**config.mk**
```make
export PLATFORM = sky130hd
export DESIGN_NAME = mem_arb
export DESIGN_NICKNAME = d
export VERILOG_FILES = /design/src/rtl/mem_arb.sv
export SDC_FILE = /design/constraint.sdc
export NUM_CORES = 1
export LEC_CHECK = 0
export ABC_AREA = 1
export CAP_MARGIN = 20
export CORE_ASPECT_RATIO = 0.6
export CORE_UTILIZATION = 34
export DETAILED_ROUTE_END_ITERATION = 7
export GPL_TIMING_DRIVEN = 0
export PLACE_DENSITY = 0.82
export SLEW_MARGIN = 10
export SYNTH_ARGS = -nofsm -noshare
export SYNTH_HDL_FRONTEND = slang
export SYNTH_SLANG_ARGS = --single-unit
```
**constraint.sdc**
```tcl
create_clock -name clk -period 1.7 [get_ports clk]
set_input_delay 0.34 -clock clk [delete_from_list [all_inputs] [get_ports clk]]
set_output_delay 0.34 -clock clk [all_outputs]
set_load 0.05 [all_outputs]
```
**src/rtl/mem_arb.sv**
```systemverilog
// Single-port memory arbiter for the SISC fetch and data paths.
// Optional round-robin tie-breaking is enabled by defining MEM_ARB_RR_EN.
module mem_arb #(
  parameter int ADDR_W  = 16,
  parameter int DATA_W  = 32,
  parameter int MEM_LAT = 2
) (
  input  logic              clk,
  input  logic              rst_f,
  input  logic              if_req,
  input  logic [ADDR_W-1:0] if_addr,
  output logic              if_gnt,
  output logic              if_done,
  input  logic              d_req,
  input  logic              d_we,
  input  logic [ADDR_W-1:0] d_addr,
  input  logic [DATA_W-1:0] d_wdata,
  output logic              d_gnt,
  output logic              d_done,
  output logic [DATA_W-1:0] rdata,
  output logic              mem_en,
  output logic              mem_we,
  output logic [ADDR_W-1:0] mem_addr,
  output logic [DATA_W-1:0] mem_wdata,
  input  logic [DATA_W-1:0] mem_rdata,
  output logic              busy
);

  typedef enum logic [1:0] {IDLE, ACCESS, DONE} state_t;

  localparam logic [2:0] CNT_INIT = 3'(MEM_LAT - 1);

  state_t            state, state_nxt;
  logic              owner, owner_nxt;
  logic [2:0]        cnt, cnt_nxt;
  logic [ADDR_W-1:0] addr_q, addr_nxt;
  logic [DATA_W-1:0] wdata_q, wdata_nxt;
  logic              we_q, we_nxt;
  logic [DATA_W-1:0] rdata_q, rdata_nxt;
  logic              any_req;
  logic              pick_data;

  assign any_req = if_req | d_req;

`ifdef MEM_ARB_RR_EN
  // last_data = 1 means data was served most recently, so fetch wins the next tie.
  logic last_data;

  always_ff @(posedge clk or negedge rst_f) begin
    if (!rst_f)
      last_data <= 1'b1;
    else if (state == IDLE && any_req)
      last_data <= pick_data;
  end

  always_comb begin
    pick_data = d_req;
    if (if_req && d_req)
      pick_data = ~last_data;
  end
`else
  // Data always wins so an executing LOD/STR finishes before the next fetch.
  always_comb begin
    pick_data = d_req;
  end
`endif

  always_ff @(posedge clk or negedge rst_f) begin
    if (!rst_f) begin
      state   <= IDLE;
      owner   <= 1'b0;
      cnt     <= 3'd0;
      addr_q  <= '0;
      wdata_q <= '0;
      we_q    <= 1'b0;
      rdata_q <= '0;
    end else begin
      state   <= state_nxt;
      owner   <= owner_nxt;
      cnt     <= cnt_nxt;
      addr_q  <= addr_nxt;
      wdata_q <= wdata_nxt;
      we_q    <= we_nxt;
      rdata_q <= rdata_nxt;
    end
  end

  always_comb begin
    state_nxt = state;
    owner_nxt = owner;
    cnt_nxt   = cnt;
    addr_nxt  = addr_q;
    wdata_nxt = wdata_q;
    we_nxt    = we_q;
    rdata_nxt = rdata_q;
    unique case (state)
      IDLE: begin
        if (any_req) begin
          state_nxt = ACCESS;
          owner_nxt = pick_data;
          cnt_nxt   = CNT_INIT;
          if (pick_data) begin
            addr_nxt  = d_addr;
            wdata_nxt = d_wdata;
            we_nxt    = d_we;
          end else begin
            addr_nxt  = if_addr;
            we_nxt    = 1'b0;
          end
        end
      end
      ACCESS: begin
        cnt_nxt = cnt - 3'd1;
        // The last access cycle: memory data is valid, write enable drops with DONE.
        if (cnt == 3'd0) begin
          state_nxt = DONE;
          we_nxt    = 1'b0;
          if (!we_q)
            rdata_nxt = mem_rdata;
        end
      end
      DONE: begin
        state_nxt = IDLE;
      end
      default: begin
        state_nxt = IDLE;
      end
    endcase
  end

  // Grant marks the first access cycle, identified by the freshly loaded counter.
  assign if_gnt    = (state == ACCESS) && (cnt == CNT_INIT) && !owner;
  assign d_gnt     = (state == ACCESS) && (cnt == CNT_INIT) && owner;
  assign if_done   = (state == DONE) && !owner;
  assign d_done    = (state == DONE) && owner;
  assign mem_en    = (state == ACCESS);
  assign busy      = (state != IDLE);
  assign mem_we    = we_q;
  assign mem_addr  = addr_q;
  assign mem_wdata = wdata_q;
  assign rdata     = rdata_q;

endmodule
```
## Yosys cells after proc, flatten, opt, wreduce, memory -nomap -nowiden

Index checks and enable logic that the tools add are counted.

| storage, ports and cells | value |
|---|---|
| output and inout port bits | 87 |
| logic and storage cells | 41 |
| bits in registers | 87 |
| input bits | 101 |

| cells by class | value |
|---|---|
| add/sub/neg operators | 1 |
| bitwise logic cells | 2 |
| reductions and logical operators | 16 |
| multiplexer cells | 10 |
| eq/ne operators | 5 |

Operators with widths:

| cell | count |
|---|---|
| $mux 16 | 1 |
| $reduce_and 3->1 | 3 |
| $pmux 3 s2 | 1 |
| $reduce_and 2->1 | 3 |
| $logic_and 1x1->1 | 5 |
| $mux 2 | 2 |
| $pmux 2 s2 | 1 |
| $reduce_bool 2->1 | 2 |
| $eq 3x1->1 const B | 1 |
| $logic_not 3->1 | 1 |
| $mux 1 | 3 |
| $mux 3 | 1 |
| $sub 3x1->3 const B | 1 |
| $eq 2x1->1 const B | 1 |
| $eq 2x2->1 const B | 1 |
| $logic_not 2->1 | 1 |
| $ne 2x1->1 const B | 1 |
| $ne 2x2->1 const B | 1 |
| $pmux 1 s2 | 1 |
| $logic_not 1->1 | 1 |
| $not 1->1 | 1 |
| $or 1x1->1 | 1 |

## Longest topological paths before layout

| logic depth | value |
|---|---|
| depth in word-level cells | 3 |
| mapped depth | 8 |
| gate-level depth less buffers | 7 |

## Worst setup path before layout

OpenSTA, ideal clock, no wires.

| timing path | value |
|---|---|
| kind | flip-flop to output port |
| start point | register state[0] |
| end point | output port d_gnt |
| data required time | 1360 ps |
| slack | -307 ps |
| path buffers | 0 |
| data arrival time | 1667 ps |
| stages on the path, launching flop included | 5 |
| cell sequence | dfrtp_1 > inv_2 > nor2_4 > nand3b_1 > nor2_1 |

| on the way | value |
|---|---|
| cells in the longest elaborated chain, start to end | 3 |

RTL lines:

| item | RTL line | source |
|---|---|---|
| start, declared | 33 | `state_t state, state_nxt;` |
| start signal, assigned | 78 | `state <= state_nxt;` |
| $eq 2x1->1 | -- |  |
| net mem_en | 21 | `output logic mem_en,` |
| $logic_and 1x1->1 (2 in series) | 133 | `assign d_gnt = (state == ACCESS) && (cnt == CNT_INIT) && owner;` |
| end, declared | 18 | `output logic d_gnt,` |

The timed path passes the listed nets, and every way through them passes these cells.

## Final worst setup path

| timing path | value |
|---|---|
| start point | register state[0] |
| end point | output port d_gnt |

| on the way | value |
|---|---|
| cells in the longest elaborated chain, start to end | 3 |

RTL lines:

| item | RTL line |
|---|---|
| $eq 2x1->1 | 133 |
| $logic_and 1x1->1 (2 in series) | 133 |

No other way between the ends.

==> metrics.txt <==
drt first pass iters 4; Worst R2R Start cnt[0]; CTS buffer count 9; Mapped Cells 449; antenna-violating nets left 0; fmax 0.571 GHz; Worst-Skew Late Latency 0.33 ns; Mapped Nets 553; total grt overflow 0; DRC Markers 0; Max H-tree Level 3; Post-Syn Area per Cell 8.41 sq um; root buffer cell clkbuf_16; gpl congestion 0.834; dominant cell type by area after synthesis dfrtp_1; Setup Viol. Count Final 2; Seq cells post-synth 87; top post-synthesis cells by area dfrtp_1, nand2_1, nand3_1; failing checks setup timing; Core Area 0.0107 sq mm; TritonCTS clock tree done; Startpoint Class register; leakage power 3.27 nW; status finished, violations left; VDD IR-drop max 1.19 mV; routed len/inst 14.4 um; post-synth top area share 57.7%; Sinks on Clock Net 87; Worst slew margin 64.1%; FP Rows 29; CP max FO 3; clk_skew 0.00812 ns; PwrDens 2270 mW/mm^2; Final Hold Viols 0; dpl cells 775; dpl hpwl 8.43 mm; Synth cell types 18; setup repair after global routing missed its margin yes; Slew Limit Fails 0; min Tclk post-route 1.75 ns; Ant. Diodes 0; worst setup path category reg -> out; Buffers on Ports 186; Layout area overhead 62.8%; worst hold slack 0.463 ns; GRT Util Overall 20.6%; CP startpoint state[0]; num ports 188; Die Wd 138 um; first-pass GRT wire length 19.1 mm; ratio of cells with drive above 1 in the final layout 10.9%; die area 0.0115 sq mm; routed wire length 11.5 mm; Initial Util 35.4%; DRT iter0 DRCs 164; nets@finish 759; initial antenna violation count 0; setup slack at placement -0.505 ns; sequential fraction of the synthesis area 57.7%; CP Capture Type output pin; critical path data required time 1.36 ns; Worst Max-Slew Pin Slew 0.540 ns; Longest Clk Path Bufs 2; commonest non-fill, non-tap cells in the layout nand2_1, clkdlybuf4s50_1, dfrtp_1; die span in y 83.6 um; DR vias/cell 4.66; Hold/Removal Path Class reg -> reg; largest net degree at the start of global routing 58; hold_sp rdata[30]; Crit path arrival time 1.41 ns; max cap viols 0; final setup margin -0.0526 ns; via count of the first global-routing pass 3775; Mapped Area 0.00378 sq mm; Clk pin slew, worst setup/hold paths 0.07 ns; commonest non-fill, non-tap cell in the layout nand2_1; via count 3727; final cell count without fillers 799; final worst path period share 103%; synth warn 0
==> kinds of logic (layout without fill, tap and decap cells) <==
logic type / Yosys count / after routing / share of synthesized area, %
adder cells (fa/ha/maj): 3 / 3 / 0.994
buffers and inverters: 37 / 248 / 5.43
AND/OR/NAND/NOR: 320 / 320 / 35.7
AO/OA/AOI/OAI: 2 / 2 / 0.265
flip-flops: 87 / 87 / 57.7
==> flip-flops by register name (all words and copies together), names as in the netlist <==
register,flops
mem_addr,16
cnt,3
owner,1
rdata,32
mem_we,1
mem_wdata,32
state,2
==> worst paths after layout <==
check                           endpoint  cells after the start  slack, ns
max                                d_gnt                      5      -0.05
min                            rdata[30]                      2       0.46
max reg2reg                    rdata[25]                      7       0.17
min reg2reg                    rdata[30]                      2       0.46
max in group asynchronous       rdata[2]                      3       0.55
min in group asynchronous  mem_wdata[24]                      2       0.51
==> report_power, final <==
group / leakage (nW) / switching [mW] / internal (mW) / total [mW]
combinational: 2.04 / 5.89 / 2.25 / 8.14
clock: 0.158 / 0.802 / 1.37 / 2.17
sequential: 1.07 / 0.577 / 3.09 / 3.67
total: 3.27 / 7.27 / 6.70 / 14.0
==> critical path: stages, from the launching register on <==
cell and delay, ns:
dfrtp_2 0.40, inv_2 0.05, nor2_4 0.12, nand3b_1 0.18, nor2_2 0.16, buf_6 0.17
==> per-stage QoR <==
stage	utilization (%)	power [mW]	TNS [ns]	area (sq um)
after floorplan	-	9.30	-0.258	3800
after global placement	54.7	12.1	-243.81	5830
after detailed placement	54.9	12.3	-1.99	5860
after CTS	57.2	13.9	-0.311	6100
after global routing	57.6	14.8	-0.221	6150
final	57.6	14.0	-0.0741	6150
==> area by class of cell <==
cell class                      count  area (sq um)
Inverter                           12          45.0
Buffer                             25           166
Tap cell                          139           174
Sequential cell                    87          2180
Clock inverter                      5          80.1
Timing Repair Buffer              195          1830
Fill cell                         951          4520
Multi-Input combinational cell    325          1410
Clock buffer                       11           253
==> metal layers <==
layer	track usage (%)	vias up	share of wire, %
met4	5.69	0	1.1
met3	5.11	12	6.3
met2	33.3	137	46
li1	-	1810	-
met1	27.5	1768	47
met5	0	-	0
==> what timing repair did <==
| action | CTS | global route |
|---|---|---|
| resized for setup | 120 | 7 |
| endpoints found under the hold margin | 30 | 0 |
| pin swaps | 2 | 3 |
| setup buffers | 1 | 6 |
| hold buffers | 1 | 0 |
| setup endpoints to repair | 87 | 5 |
==> cell usage after synthesis, drive strengths merged <==
cell type,n
dfrtp,87
nor2,7
nand3,69
or2,2
nand3b,1
buf,21
nand2,239
nor3,2
clkbuf,4
o21ai,2
inv,12
ha,3
No activity file was read; power rests on OpenSTA's default activity.
